==> config.mk <==
export PLATFORM = sky130hd
export DESIGN_NAME = eth_rx_fcs_check
export DESIGN_NICKNAME = d
export VERILOG_FILES = /design/src/rtl/eth_rx_fcs_check.sv
export SDC_FILE = /design/constraint.sdc
export NUM_CORES = 1
export LEC_CHECK = 0
export BUFFER_PORTS_ARGS = -buffer_cell sky130_fd_sc_hd__clkbuf_2
export CAP_MARGIN = 20
export CORE_MARGIN = 2
export CORE_UTILIZATION = 55
export CTS_CLUSTER_DIAMETER = 120
export CTS_CLUSTER_SIZE = 30
export DETAILED_ROUTE_END_ITERATION = 8
export GPL_TIMING_DRIVEN = 0
export PLACE_DENSITY = 0.76
export SKIP_LAST_GASP = 1
export SYNTH_ARGS = -nofsm -noshare
export SYNTH_HDL_FRONTEND = slang
export SYNTH_SLANG_ARGS = --single-unit
==> constraint.sdc <==
create_clock -name clk -period 2.15 [get_ports clk]
set_clock_uncertainty 0.1 [all_clocks]
set_input_delay 0.3225 -clock clk [delete_from_list [all_inputs] [get_ports clk]]
set_output_delay 0.3225 -clock clk [all_outputs]
set_load 0.005 [all_outputs]
==> src/rtl/eth_rx_fcs_check.sv <==
// eth_rx_fcs_check: MII receive front end. Strips preamble/SFD,
// assembles bytes, checks CRC-32 and length, forwards DA..payload.
// Ports: clk, rst (sync, active high); eth_rxdv, eth_rx_data[3:0] MII in;
//   rec_en/rec_data[7:0] byte strobe; rec_pkt_done end-of-frame strobe;
//   rec_good, crc_err, len_err, rec_byte_num[15:0] held frame verdict.
// Optional: define RX_ADDR_FILTER_EN to drop frames whose DA is neither
//   BOARD_MAC nor broadcast (delay line then 6 bytes deep).

module eth_rx_fcs_check #(
    parameter int          MIN_FRAME_LEN = 64,
    parameter int          MAX_FRAME_LEN = 1518,
    parameter logic [47:0] BOARD_MAC     = 48'h00_11_22_33_44_55
) (
    input  logic        clk,
    input  logic        rst,
    input  logic        eth_rxdv,
    input  logic [3:0]  eth_rx_data,
    output logic        rec_en,
    output logic [7:0]  rec_data,
    output logic        rec_pkt_done,
    output logic        rec_good,
    output logic        crc_err,
    output logic        len_err,
    output logic [15:0] rec_byte_num
);

`ifdef RX_ADDR_FILTER_EN
    localparam int DL_DEPTH = 6;
`else
    localparam int DL_DEPTH = 4;
`endif

    localparam logic [15:0] MIN_LEN     = 16'(MIN_FRAME_LEN);
    localparam logic [15:0] MAX_LEN     = 16'(MAX_FRAME_LEN);
    localparam logic [15:0] DL_LEN      = 16'(DL_DEPTH);
    localparam logic [31:0] CRC_INIT    = 32'hFFFF_FFFF;
    localparam logic [31:0] CRC_RESIDUE = 32'hDEBB_20E3;

    typedef enum logic [2:0] {
        S_DROP,
        S_IDLE,
        S_PRE,
        S_DATA,
        S_END
    } state_t;

    state_t      state;
    state_t      state_nxt;

    logic [1:0]  pre_cnt;
    logic        hi_phase;
    logic [3:0]  low_nib;
    logic [31:0] crc;
    logic [15:0] byte_cnt;
    logic [7:0]  dline [DL_DEPTH];
    logic        oversize;
    logic        addr_ok;

    logic        frame_start;
    logic        nib_take;
    logic        byte_done;
    logic        frame_end;
    logic [7:0]  byte_in;
    logic        fwd_ok;
    logic        crc_bad;
    logic        len_bad;
    logic        report;

    // Reflected CRC-32, one nibble LSB first.
    function automatic logic [31:0] crc_nib(
        input logic [31:0] c,
        input logic [3:0]  d
    );
        logic [31:0] r;
        r = c ^ {28'd0, d};
        for (int i = 0; i < 4; i++) begin
            r = r[0] ? ((r >> 1) ^ 32'hEDB8_8320) : (r >> 1);
        end
        return r;
    endfunction

    always_ff @(posedge clk) begin
        if (rst) begin
            state <= S_DROP;
        end else begin
            state <= state_nxt;
        end
    end

    always_comb begin
        state_nxt = state;
        unique case (state)
            S_DROP: begin
                if (!eth_rxdv) state_nxt = S_IDLE;
            end
            S_IDLE: begin
                if (eth_rxdv) begin
                    state_nxt = (eth_rx_data == 4'h5) ? S_PRE : S_DROP;
                end
            end
            S_PRE: begin
                if (!eth_rxdv) begin
                    state_nxt = S_DROP;
                end else if (eth_rx_data == 4'h5) begin
                    state_nxt = S_PRE;
                end else if (eth_rx_data == 4'hD && pre_cnt == 2'd2) begin
                    state_nxt = S_DATA;
                end else begin
                    state_nxt = S_DROP;
                end
            end
            S_DATA: begin
                if (!eth_rxdv) state_nxt = S_END;
            end
            S_END: begin
                state_nxt = S_IDLE;
            end
            default: begin
                state_nxt = S_DROP;
            end
        endcase
    end

    always_comb begin
        frame_start = (state == S_PRE) && (state_nxt == S_DATA);
        nib_take    = (state == S_DATA) && eth_rxdv;
        byte_done   = nib_take && hi_phase;
        frame_end   = (state == S_DATA) && !eth_rxdv;
        byte_in     = {eth_rx_data, low_nib};
        // Byte N releases byte N-DL_DEPTH; stop once past the max length.
        fwd_ok      = byte_done && addr_ok && !oversize &&
                      (byte_cnt >= DL_LEN) && (byte_cnt < MAX_LEN);
        // A dangling half byte always counts as a CRC failure.
        crc_bad     = (crc != CRC_RESIDUE) || hi_phase;
        len_bad     = (byte_cnt < MIN_LEN) || (byte_cnt > MAX_LEN);
`ifdef RX_ADDR_FILTER_EN
        report      = frame_end && addr_ok && (byte_cnt >= 16'd6);
`else
        report      = frame_end && addr_ok;
`endif
    end

    always_ff @(posedge clk) begin
        if (rst) begin
            pre_cnt      <= 2'd0;
            hi_phase     <= 1'b0;
            low_nib      <= 4'd0;
            crc          <= CRC_INIT;
            byte_cnt     <= 16'd0;
            oversize     <= 1'b0;
            for (int i = 0; i < DL_DEPTH; i++) dline[i] <= 8'd0;
            rec_en       <= 1'b0;
            rec_data     <= 8'd0;
            rec_pkt_done <= 1'b0;
            rec_good     <= 1'b0;
            crc_err      <= 1'b0;
            len_err      <= 1'b0;
            rec_byte_num <= 16'd0;
        end else begin
            rec_en       <= 1'b0;
            rec_pkt_done <= 1'b0;

            if (state == S_IDLE) begin
                pre_cnt <= 2'd1;
            end else if (state == S_PRE && eth_rx_data == 4'h5 &&
                         pre_cnt != 2'd2) begin
                pre_cnt <= pre_cnt + 2'd1;
            end

            if (frame_start) begin
                crc      <= CRC_INIT;
                byte_cnt <= 16'd0;
                hi_phase <= 1'b0;
                oversize <= 1'b0;
            end

            if (nib_take) begin
                crc      <= crc_nib(crc, eth_rx_data);
                hi_phase <= !hi_phase;
                if (!hi_phase) low_nib <= eth_rx_data;
            end

            if (byte_done) begin
                dline[0] <= byte_in;
                for (int i = 1; i < DL_DEPTH; i++) dline[i] <= dline[i-1];
                if (byte_cnt != 16'hFFFF) byte_cnt <= byte_cnt + 16'd1;
                if (byte_cnt >= MAX_LEN) oversize <= 1'b1;
            end

            if (fwd_ok) begin
                rec_en   <= 1'b1;
                rec_data <= dline[DL_DEPTH-1];
            end

            if (report) begin
                rec_pkt_done <= 1'b1;
                crc_err      <= crc_bad;
                len_err      <= len_bad;
                rec_good     <= !crc_bad && !len_bad;
                rec_byte_num <= (byte_cnt >= 16'd4) ? byte_cnt - 16'd4 : 16'd0;
            end
        end
    end

`ifdef RX_ADDR_FILTER_EN
    logic       mac_ok;
    logic       bc_ok;
    logic [7:0] mac_b [8];

    // DA byte 0 is the most significant byte of BOARD_MAC.
    always_comb begin
        mac_b = '{default: 8'h00};
        for (int i = 0; i < 6; i++) mac_b[i] = BOARD_MAC[8*(5-i) +: 8];
    end

    always_ff @(posedge clk) begin
        if (rst) begin
            mac_ok <= 1'b1;
            bc_ok  <= 1'b1;
        end else if (frame_start) begin
            mac_ok <= 1'b1;
            bc_ok  <= 1'b1;
        end else if (byte_done && byte_cnt < 16'd6) begin
            mac_ok <= mac_ok && (byte_in == mac_b[byte_cnt[2:0]]);
            bc_ok  <= bc_ok && (byte_in == 8'hFF);
        end
    end

    assign addr_ok = mac_ok || bc_ok;
`else
    logic unused_mac;
    assign unused_mac = ^BOARD_MAC;
    assign addr_ok    = 1'b1;
`endif

endmodule

# Word level (Yosys, flattened, before mapping)
# Memories as Yosys holds them, arrays and structs flattened. A register that Yosys moved wholly into a read port is not among the register bits.
# Index checks and enable logic that the tools add are counted.
[totals]
reg_bits = 80
latch_bits = 0
ram_bits = 32
romBits = 0
out_inout_bits = 29
memories = 1
[memory_table]
columns = ["memory", "depth", "width", "read_ports", "rd_ports_with_merged_regs", "write_ports", "line_no", "text"]
rows = [
  ["dline", 4, 8, 4, 1, 4, "55", "logic [7:0] dline [DL_DEPTH];"],
]
[op_classes]
addsub = 3
mul = 0
div = 0
order_cmp = 5
n_eq_ne = 11
n_shift = 0
n_mux = 36
n_bitwise = 10
reduce_logical = 23
[ops]
columns = ["operator", "count"]
rows = [
  ["two-way mux 32 bit", 6],
  ["two-way mux 16 bit", 4],
  ["inverter 13 -> 14 bit", 4],
  ["two-way mux 8 bit", 4],
  ["inequality test 32 bit (second input constant)", 1],
  ["XOR 32 x 4 -> 32 bit", 1],
  ["adder 16 x 1 -> 16 bit (second input constant)", 1],
  ["greater-or-equal comparator 16 x 11 -> 1 bit (second input constant)", 1],
  ["greater-or-equal comparator 16 x 3 -> 1 bit (second input constant)", 1],
  ["greater-than comparator 16 x 11 -> 1 bit (second input constant)", 1],
  ["< comparator 16 x 11 -> 1 bit (second input constant)", 1],
  ["< comparator 16 x 7 -> 1 bit (second input constant)", 1],
  ["inequality test 16 bit (second input constant)", 1],
  ["subtractor 16 x 3 -> 16 bit (second input constant)", 1],
  ["case mux 3 bit (5 select lines)", 1],
  ["two-way mux 1 bit", 14],
  ["logical AND 1 bit", 11],
  ["== test 3 x 2 -> 1 bit (second input constant)", 3],
  ["two-way mux 3 bit", 3],
  ["two-way mux 2 bit", 4],
  ["logical NOT 1 bit", 5],
  ["== test 4 x 3 -> 1 bit (second input constant)", 1],
  ["== test 4 bit (second input constant)", 1],
  ["bitwise OR 1 bit", 4],
  ["11 further kinds", 13],
]

# Depth between registers and ports, before layout
# Gate-level depths: netlist of run 1.
[depth]
word_depth = 11
mapped_depth = 8
ltp_nobuf = 6

# Worst setup path before layout of run 1
# No wires, ideal clock.
[synth_path]
kind = "flip-flop to flip-flop"
start = "register state[2]"
end = "memory dline[0][0], enable pin"
setup_time_ns = 0.478
t_arrival_ns = 1.700
setup_slack_ns = -0.128
path_stages_with_launch = 5
n_path_buf = 1
period_less_slack_ns = 2.278
cell_sequence = "dfxtp_1 > and4b_1 > nand2_1 > clkbuf_1 > nand2_1"
[synth_lines]
columns = ["element", "line_no", "text"]
rows = [
  ["from (decl)", "47", "state_t state;"],
  ["from (signal assigned)", "86", "state <= state_nxt;"],
  ["to (decl)", "55", ""],
]

# Worst setup path in the final report of run 1
[layout_path]
start = "register hi_phase"
end = "register rec_good"
[layout_via]
elab_chain_cells = 3
[layout_lines]
columns = ["element", "line_no", "text"]
rows = [
  ["from (decl)", "51", "logic hi_phase;"],
  ["from (signal assigned)", "179", "hi_phase <= !hi_phase;"],
  ["logical OR 1 bit", "134", "crc_bad = (crc != CRC_RESIDUE) || hi_phase;"],
  ["logical NOT 1 bit", "199", "rec_good <= !crc_bad && !len_bad;"],
  ["logical AND 1 bit", "199", ""],
  ["to (signal assigned)", "199", ""],
  ["to (decl)", "21", "output logic rec_good,"],
]
# No other way between the ends.
# A chain may end at the register's enable or synchronous reset.

==> results of run 1 <==
repair_timing:
item                       CTS  global route
pin swaps                    4             4
resized for setup           26            29
setup endpoints to repair   91            98
cloned                       0             0
buffers inserted             8             9
routing by layer:
layer  up-vias  part of all wire  track usage  routed length, um
met4         0             0.026      0.09714                377
met1      2352              0.41       0.3423               5875
met5         -                 0            0                  0
met3        36             0.067      0.05365                966
li1       2234                 -            -                  -
met2       202              0.50       0.4392               7223
cell usage in the layout, fill, tap and decap left out, drive strengths merged, types with 4 or more instances in the layout:
cell type and n:
or4 8, nand3 14, inv 11, o31ai 7
mux2i 8, clkinv 6, a21oi 19, nand4b 4
and3 5, nand2 66, buf 26, a2bb2oi 10
o211ai 12, edfxtp 32, nand4 16, and2 37
a31oi 12, nor4 8, dfxtp 88, nor3 8
and4 5, nand2b 6, nor2 21, xnor2 27
o21ai 27, clkbuf 82, ha 6, xor2 16
o22ai 15
worst reg2reg max path, stage by stage, from the launching register on:
cell	delay, ns
dfxtp_1	0.40
or4bb_1	0.60
nor4_4	0.29
nand4_1	0.13
buf_4	0.18
o41ai_2	0.32
worst paths after layout:
check	end	depth (start not counted)	start	slack (ns)
setup / recovery	rec_good	5	hi_phase	0.03
hold / removal	low_nib[1]	3	eth_rx_data[1]	0.03
setup reg to reg	rec_good	5	hi_phase	0.03
hold reg to reg	rec_byte_num[15]	2	rec_byte_num[15]	0.34
flip-flops by register name, summed over array words and instances (netlist names):
| signal | cells |
|---|---|
| crc | 32 |
| dline | 32 |
| byte_cnt | 16 |
| rec_byte_num | 16 |
| rec_data | 8 |
| low_nib | 4 |
| state | 3 |
| pre_cnt | 2 |
| crc_err | 1 |
| hi_phase | 1 |
| len_err | 1 |
| oversize | 1 |
| rec_en | 1 |
| rec_good | 1 |
| rec_pkt_done | 1 |
stage by stage:
step | worst slack, ns | hold slack (ns)
floorplan | 0.01072 | 0.3064
global placement | -0.5424 | 0.3329
detailed placement | -0.6409 | 0.3392
CTS | -0.08594 | 0.004120
global route | -0.04955 | 0.05369
finish | 0.03204 | 0.03190
cell type report:
| type | instances | area share |
|---|---|---|
| multi-input combinational | 402 | 0.4115 |
| sequential | 120 | 0.4000 |
| clock buffer | 20 | 0.06825 |
| timing repair buffer | 52 | 0.04416 |
| buffer | 36 | 0.02682 |
| tap | 133 | 0.02427 |
| clock inverter | 12 | 0.02007 |
| inverter | 9 | 0.004927 |
cell families (layout without fill, tap and decap cells):
logic type,after synthesis,in the layout,share of synthesized area
buffers and inverters,51,129,0.03850
DFF,120,120,0.4843
and+or+nand+nor,218,218,0.2172
AOI/OAI and AO/OA,124,124,0.1478
muxes,8,8,0.01424
xor gates and xnor gates,46,46,0.08458
adders and majority gates,6,6,0.01335
where the power goes:
part	leakage (uW)	internal [uW]	switching [uW]
clock network	0.000292	1800	1070
registers	0.00105	2330	5.23
logic	0.00131	70.6	129
==> impl_metrics.py, run 1 <==
metrics = {
    "outcome": {
        "status": "finished clean",
    },
    "global_routing": {
        "grt.total_usage": 0.2647,
        "grt_pass1_vias": 4471,
        "grt_first_pass_wirelength_um": 22890,
        "grt_max_degree": 33,
        "antenna_found_initial": 0,
        "overflow": 0,
    },
    "floorplan": {
        "core-area_mm2": 0.009864,
        "initial_core_utilization": 0.5699,
        "die_y_um": 105.1,
        "ioPinCount": 36,
        "design.die.area_mm2": 0.01105,
        "placement_rows": 36,
        "floorplan.die.width_um": 105.1,
    },
    "sta": {
        "slew-limit-headroom": 0.5591,
        "timing.final.crit_share": 0.9851,
        "layout_min_cycle_time_ns": 2.118,
        "finalHoldViolCount": 0,
        "drv_slew": 0,
        "worst-slew-pin-transition_ns": 0.6614,
        "grt_setup_unrepaired": "yes",
        "fmax_mhz": 472.2,
        "setup_total_negative_slack_ns": 0,
        "setup_viol": 0,
    },
    "cells_and_area": {
        "nNetsFinal": 651,
        "area_growth_pct": 21.97,
        "finalNonFillerCells": 784,
        "final_cell_area_mm2": 0.006857,
        "filler_cell_count": 730,
        "area_of_the_multi_input_gates_mm2": 0.002821,
        "insertedDiodeCount": 0,
        "ff_latch_area_mm2": 0.002743,
        "final_cell_utilization_of_the_core": 0.6951,
        "drive_above_1_share": 0.2181,
    },
    "worst_setup_path": {
        "worst_setup_path_start_kind": "register",
        "crit_path_cell_trace": "or4bb_1, nor4_4, nand4_1, buf_4, o41ai_2",
        "worst_setup_path_end_kind": "register",
        "worst-endpoint-arrival_ns": 2.43,
        "slowest_delay_ns": 0.59,
        "cp.required_ns": 2.46,
        "path_buf_inv": 1,
        "path_delay_family": "simple AND/OR/NAND/NOR gates",
        "timing.critical_path.slowest_stage_cell": "or4bb_1",
        "crit_type": "reg2reg",
        "critPathMaxFanout": 10,
    },
    "drt": {
        "drtPass1Iterations": 5,
        "antenna_left": 0,
        "wl_per_cell_um": 18.42,
        "finalWirelength_um": 14440,
        "drcViolationCount": 0,
        "drt_iter0_markers": 403,
        "routed_vias": 4824,
        "vias_per_cell": 6.153,
    },
    "clocking": {
        "cts_inserted_buffers": 17,
        "tritoncts_num_sinks": 120,
        "root_buffer": "clkbuf_8",
        "cts.clk_slew.worst_paths_ns": 0.06,
        "cts_max_level": 4,
        "clk-insertion-delay-late_ns": 0.52,
        "tritoncts": "built",
        "cts.path.max_buffers": 2,
        "post_cts_hold_buffer_count": 0,
    },
    "place": {
        "place_congestion": 0.9283,
        "dp_area_mm2": 0.005968,
        "dp.cells": 741,
        "dp_hpwl_um": 9170,
        "port_buffers": 35,
    },
    "synthesis": {
        "synth_warnings": 0,
        "netlist_top_cells_area": "dfxtp_1 31%, edfxtp_1 17%, nand2_1 4.4%",
        "synth_common_cells": "88 x dfxtp_1, 66 x nand2_1, 37 x and2_1",
        "synthesis.area_per_instance_um2": 9.811,
        "postSynthNetCount": 586,
        "syn_inst": 573,
        "number_of_distinct_library_cell_variants_in_the_gate_level_netlist_after_synthesis": 68,
        "netlist_area_mm2": 0.005622,
        "synth-edff-count": 32,
        "postSynthRegisterBits": 120,
        "yosysTopAreaCellShare": 0.3134,
        "synth_seq_area_share": 0.4843,
        "post-synth-top-count-cell": "dfxtp_1",
        "synth_area_leader_cell": "dfxtp_1",
        "synth_flop_cell": "dfxtp_1",
        "asyncSetResetFlopFracSynth": 0,
    },
    "power_and_ir_drop": {
        "power.total_uw": 5408,
        "power_per_cell_area_mw_per_mm2": 788.7,
        "leakagePower_uw": 0.002651,
        "power.ir.vdd_worst_uv": 525.5,
    },
    "hold_path": {
        "hold_path.class": "in2reg",
    },
    "run": {
        "drv_cap": 0,
    },
}
Power figures use the tool's default switching activity.
==> inputs of run 2 (changes only) <==
ABC_AREA = 1   (was unset)
==> impl_metrics.py, run 2 <==
metrics = {
    "outcome": {
        "status": "finished clean",
    },
    "worst_setup_path": {
        "crit_path_cell_trace": "ha_2, nand3_2, nor2_4, nand4_2, nand2_2, buf_6, buf_12, nand3_2, a21oi_2",
        "cp_dominant_cell_by_count": "nand3_2",
        "r2r_slack_ns": 0.14,
        "launching_point_of_the_worst_reg2reg_path": "byte_cnt[0]",
        "slowest_delay_ns": 0.48,
        "worst-endpoint-arrival_ns": 2.27,
        "crit_type": "reg2reg",
        "worst_setup_path_end_kind": "register",
        "worstReg2RegEnd": "byte_cnt[13]",
        "cp.required_ns": 2.41,
        "critPathMaxFanout": 10,
        "worst_setup_path_start_kind": "register",
        "timing.reg2reg.worst_path_depth": 9,
        "timing.critical_path.slowest_stage_cell": "dfxtp_1",
    },
    "clocking": {
        "post-cts-setup-buffers": 0,
        "cts.clk_slew.worst_paths_ns": 0.06,
        "tritoncts": "built",
        "cts.path.max_buffers": 2,
        "root_buffer": "clkbuf_16",
        "clk-insertion-delay-late_ns": 0.43,
        "tritoncts_num_sinks": 120,
        "cts_max_level": 4,
        "cts_inserted_buffers": 17,
    },
    "hold_path": {
        "holdCritStartpoint": "eth_rx_data[2]",
        "min_delay_worst_endpoint": "low_nib[2]",
        "hold_path.class": "in2reg",
        "hold_path_depth": 3,
    },
    "sta": {
        "grt_setup_unrepaired": "no",
        "finalHoldViolCount": 0,
        "timing.final.crit_share": 0.9359,
        "drv_slew": 0,
        "setup_viol": 0,
        "slew-limit-headroom": 0.5230,
        "fmax_mhz": 497.0,
        "worst-slew-pin-transition_ns": 0.7156,
        "layout_min_cycle_time_ns": 2.012,
    },
    "synthesis": {
        "netlist_top_cells_area": "dfxtp_1 28%, edfxtp_1 15%, nand2_1 13%",
        "postSynthRegisterBits": 120,
        "postSynthNetCount": 882,
        "netlist_area_mm2": 0.006292,
        "synth-edff-count": 32,
        "synth_flop_cell": "dfxtp_1",
        "asyncSetResetFlopFracSynth": 0,
        "synth_area_leader_cell": "dfxtp_1",
        "synth_seq_area_share": 0.4327,
        "post-synth-top-count-cell": "nand2_1",
        "synth_warnings": 0,
        "number_of_distinct_library_cell_variants_in_the_gate_level_netlist_after_synthesis": 35,
        "yosysTopAreaCellShare": 0.2800,
        "synth_common_cells": "212 x nand2_1, 123 x nor2_1, 109 x inv_1",
        "synthesis.area_per_instance_um2": 7.241,
        "syn_inst": 869,
    },
    "place": {
        "port_buffers": 34,
        "dp.cells": 1046,
        "place_congestion": 0.9803,
        "dp_hpwl_um": 10740,
    },
    "global_routing": {
        "grt_max_degree": 33,
        "grt.total_usage": 0.2623,
        "grt_first_pass_wirelength_um": 25670,
        "grt_pass1_vias": 5300,
        "antenna_found_initial": 0,
        "overflow": 0,
    },
    "cells_and_area": {
        "filler_cell_count": 1004,
        "most-common-layout-cells": "211 x nand2_1, 123 x nor2_1, 109 x inv_1",
        "layout_commonest_cell": "nand2_1",
        "nNetsFinal": 935,
        "top_regs": "crc x32, dline x32",
        "insertedDiodeCount": 0,
        "area_growth_pct": 15.45,
        "final_cell_utilization_of_the_core": 0.6445,
        "drive_above_1_share": 0.1540,
        "finalNonFillerCells": 1078,
    },
    "floorplan": {
        "die_y_um": 111.0,
        "placement_rows": 39,
        "floorplan.die.width_um": 111.0,
        "core-area_mm2": 0.01127,
        "design.die.area_mm2": 0.01231,
        "ioPinCount": 36,
        "initial_core_utilization": 0.5582,
    },
    "drt": {
        "drt_iter0_markers": 370,
        "drcViolationCount": 0,
        "wl_per_cell_um": 14.31,
        "antenna_left": 0,
        "drtPass1Iterations": 5,
        "routed_vias": 5637,
        "finalWirelength_um": 15420,
        "vias_per_cell": 5.229,
    },
    "power_and_ir_drop": {
        "power.ir.vdd_worst_uv": 595.8,
        "leakagePower_uw": 0.003318,
        "swShare": 0.2180,
        "combPwrFrac": 0.033,
        "power_per_cell_area_mw_per_mm2": 751.1,
        "power.share.clock": 0.536,
        "p_seq_frac": 0.431,
        "p_int_uw": 4267,
        "p_switching_uw": 1190,
    },
    "run": {
        "drv_cap": 0,
    },
}
## run 2: cell count changes after synthesis, sizes merged, moves of 19 or more
cell / change
and2: -37
buf: +19
nor2: +113
nand3: +48
nand2: +151
xnor2: -24
a21oi: +32
clkbuf: -19
inv: +108
## run 2: cell type report
cell class,instances,area (um2),share of cell area
plain buffers,42,222.7,0.03066
clock buffers,21,460.4,0.06338
clock inverters,11,148.9,0.02050
inverters,119,446.7,0.06149
multi-input cells,588,2912,0.4008
flip-flops and latches,120,2725,0.3751
well taps,143,178.9,0.02463
repair buffers,34,170.2,0.02342
## run 2: stage by stage
stage          setup slack, ns  hold slack, ns  setup TNS (ns)  area (um2)  total power (uW)
2_1_floorplan           0.2300          0.3301               0        6295              2519
3_3_place_gp           -0.4165          0.3428          -13.31        6644              2568
3_5_place_dp           -0.4126          0.3482          -13.16        6644              2574
4_1_cts                0.01102          0.1331               0        7253              5483
5_1_grt               0.001402          0.1803               0        7264              5604
6_report                0.1378          0.1401               0        7264              5456
## run 2: kinds of logic (layout without fill, tap and decap cells)
kind of cell / Yosys count / after routing / share of synthesized area
flip-flops: 120 / 120 / 0.4327
adder cells (fa/ha/maj): 6 / 6 / 0.01193
XOR/XNOR: 28 / 28 / 0.03897
AND/OR/NAND/NOR: 436 / 436 / 0.3015
AO/OA/AOI/OAI: 118 / 118 / 0.1088
buffers and inverters: 161 / 227 / 0.1062
## run 2: metal layers
| metal | wire (um) | up-vias | track usage |
|---|---|---|---|
| li1 | - | 2854 | - |
| met1 | 6656 | 2571 | 0.3315 |
| met2 | 7458 | 180 | 0.4380 |
| met3 | 958 | 32 | 0.06014 |
| met4 | 350 | 0 | 0.1017 |
| met5 | 0 | - | 0 |
## run 2: worst max-delay path by stage
stage,from,endpoint,cells past startpoint
6_report,byte_cnt[0],byte_cnt[13],9
3_5_place_dp,rst,dline[3][2],4
5_1_grt,state[2],dline[1][3],8
4_1_cts,rst,dline[0][2],4
2_1_floorplan,rst,dline[0][0],4
3_3_place_gp,rst,dline[3][2],4
## run 2: power groups by stage
stage | Sequential (uW) | Combinational (uW) | Clock (uW)
floorplan | 2390 | 125 | 0
global placement | 2400 | 173 | 0
detailed placement | 2400 | 177 | 0
CTS | 2350 | 180 | 2950
global route | 2350 | 204 | 3050
finish | 2350 | 181 | 2930
## run 2: what timing repair did
action                     in CTS  in global routing
gates resized for setup         0                  6
setup endpoints to repair       0                 56
hold buffers                    0                  0
## run 2: critical path, delay by kind of cell, from the launching register on
| kind | cells | cell delay [ns] |
|---|---|---|
| simple gates | 5 | 0.64 |
| buf+inv | 2 | 0.30 |
| compound gates | 1 | 0.12 |
| fa+ha+maj | 1 | 0.29 |
| flops | 1 | 0.48 |
==> inputs of run 3 (changes only) <==
HOLD_SLACK_MARGIN = 0.08   (was unset)
PLACE_DENSITY = 0.73   (was 0.76)
clock period = 2 ns   (was 2.15 ns; I/O delays follow)
==> impl_metrics.py, run 3 (same netlist as run 2, synthesis figures left out) <==
metrics = {
    "floorplan": {
        "floorplan.die.width_um": 111.0,
        "placement_rows": 39,
        "initial_core_utilization": 0.5582,
        "ioPinCount": 36,
        "design.die.area_mm2": 0.01231,
        "core-area_mm2": 0.01127,
        "die_y_um": 111.0,
    },
    "clocking": {
        "cts.path.max_buffers": 2,
        "post_cts_hold_buffer_count": 0,
        "cts_inserted_buffers": 17,
        "tritoncts": "built",
        "root_buffer": "clkbuf_16",
        "cts_max_level": 4,
        "tritoncts_num_sinks": 120,
        "clk-insertion-delay-late_ns": 0.42,
        "cts.clk_slew.worst_paths_ns": 0.06,
    },
    "power_and_ir_drop": {
        "p_seq_frac": 0.447,
        "p_int_uw": 4293,
        "swShare": 0.2385,
        "power.ir.vdd_worst_uv": 550.3,
        "power_per_cell_area_mw_per_mm2": 774.2,
        "p_switching_uw": 1345,
        "power.share.clock": 0.518,
        "leakagePower_uw": 0.003343,
        "power.total_uw": 5638,
        "combPwrFrac": 0.035,
    },
    "cells_and_area": {
        "most-common-layout-cells": "208 x nand2_1, 123 x nor2_1, 109 x inv_1",
        "layout_commonest_cell": "nand2_1",
        "drive_above_1_share": 0.1660,
        "insertedDiodeCount": 0,
        "nNetsFinal": 940,
        "finalNonFillerCells": 1083,
        "area_growth_pct": 15.73,
        "top_regs": "crc x32, dline x32",
        "final_cell_area_mm2": 0.007282,
        "filler_cell_count": 1014,
    },
    "worst_setup_path": {
        "worst_setup_path_start_kind": "register",
        "worstReg2RegEnd": "byte_cnt[8]",
        "critPathMaxFanout": 10,
        "worst-endpoint-arrival_ns": 2.22,
        "timing.reg2reg.worst_path_depth": 9,
        "crit_type": "reg2reg",
        "cp.required_ns": 2.26,
        "r2r_slack_ns": 0.04,
        "launching_point_of_the_worst_reg2reg_path": "byte_cnt[1]",
        "worst_setup_path_end_kind": "register",
    },
    "drt": {
        "vias_per_cell": 5.184,
        "finalWirelength_um": 15040,
        "routed_vias": 5614,
        "wl_per_cell_um": 13.89,
        "drcViolationCount": 0,
        "antenna_left": 0,
        "drt_iter0_markers": 400,
        "drtPass1Iterations": 6,
    },
    "global_routing": {
        "antenna_found_initial": 0,
        "grt_pass1_vias": 5009,
        "grt_first_pass_wirelength_um": 24610,
        "overflow": 0,
        "grt_max_degree": 33,
        "grt.total_usage": 0.2523,
    },
    "hold_path": {
        "hold_path.class": "in2reg",
        "min_delay_worst_endpoint": "low_nib[2]",
        "holdCritStartpoint": "eth_rx_data[2]",
        "hold_path_depth": 3,
    },
    "sta": {
        "worst-slew-pin-transition_ns": 0.7596,
        "timing.final.crit_share": 0.9795,
        "drv_slew": 0,
        "slew-limit-headroom": 0.4936,
        "setup_slack_ns": 0.04101,
        "layout_min_cycle_time_ns": 1.959,
        "setup_total_negative_slack_ns": 0,
        "grt_setup_unrepaired": "yes",
        "fmax_mhz": 510.5,
        "setup_viol": 0,
        "finalHoldViolCount": 0,
    },
    "place": {
        "dp_hpwl_um": 10580,
        "port_buffers": 34,
        "dp_area_mm2": 0.006644,
        "place_congestion": 0.9874,
        "placement_stage_worst_setup_slack_ns": -0.5505,
        "dp.cells": 1046,
    },
    "outcome": {
        "status": "finished clean",
    },
    "run": {
        "drv_cap": 0,
    },
}
## run 3: through the flow
| stage | hold slack (ns) | utilization |
|---|---|---|
| final | 0.1181 | 0.6460 |
| after global routing | 0.1414 | 0.6460 |
| after CTS | 0.1146 | 0.6405 |
| after detailed placement | 0.3510 | 0.5894 |
| after global placement | 0.3440 | 0.5894 |
| after floorplan | 0.3301 | - |
## run 3: layer usage
metal  wire length, um  track usage
met1              6625       0.3164
met5                 0            0
met2              7373       0.4335
met3               798      0.05303
met4               243      0.08500
## run 3: power groups by stage
stage | Combinational [uW] | Clock (uW) | Sequential (uW)
floorplan | 134 | 0 | 2570
global placement | 187 | 0 | 2580
detailed placement | 190 | 0 | 2580
CTS | 193 | 2960 | 2520
global route | 218 | 3070 | 2520
finish | 195 | 2920 | 2520
## run 3: final cells by class
type / count / area [um2] / share of cell area
Timing Repair Buffer: 39 / 207.7 / 0.02852
Inverter: 119 / 446.7 / 0.06134
Clock inverter: 15 / 141.4 / 0.01942
Multi-Input combinational cell: 588 / 2924 / 0.4015
Tap cell: 143 / 178.9 / 0.02457
Buffer: 42 / 227.7 / 0.03127
Sequential cell: 120 / 2730 / 0.3749
Clock buffer: 17 / 425.4 / 0.05842
## run 3: timing repair
action                     in CTS  in global routing
setup endpoints to repair      45                 65
pin swaps                       0                  3
buffers inserted                0                  5
gates resized for setup         4                 10
## run 3: worst max-delay path by stage
stage / start / to / slack (ns) / cells past startpoint
2_1_floorplan: rst / dline[0][0] / 0.10 / 4
3_3_place_gp: rst / dline[3][2] / -0.52 / 4
3_5_place_dp: rst / dline[2][3] / -0.55 / 4
4_1_cts: byte_cnt[0] / byte_cnt[1] / 0.01 / 9
5_1_grt: pre_cnt[0] / crc[15] / -0.07 / 9
6_report: byte_cnt[1] / byte_cnt[8] / 0.04 / 9
## run 3: worst max-delay path: stages (launching register included)
cell and delay (ns):
dfxtp_2 0.42, ha_2 0.24, nand3_2 0.13, nor2_4 0.21
nand4_2 0.14, nand2_2 0.12, buf_6 0.15, buf_12 0.15
nand3_2 0.08, a21oi_2 0.13
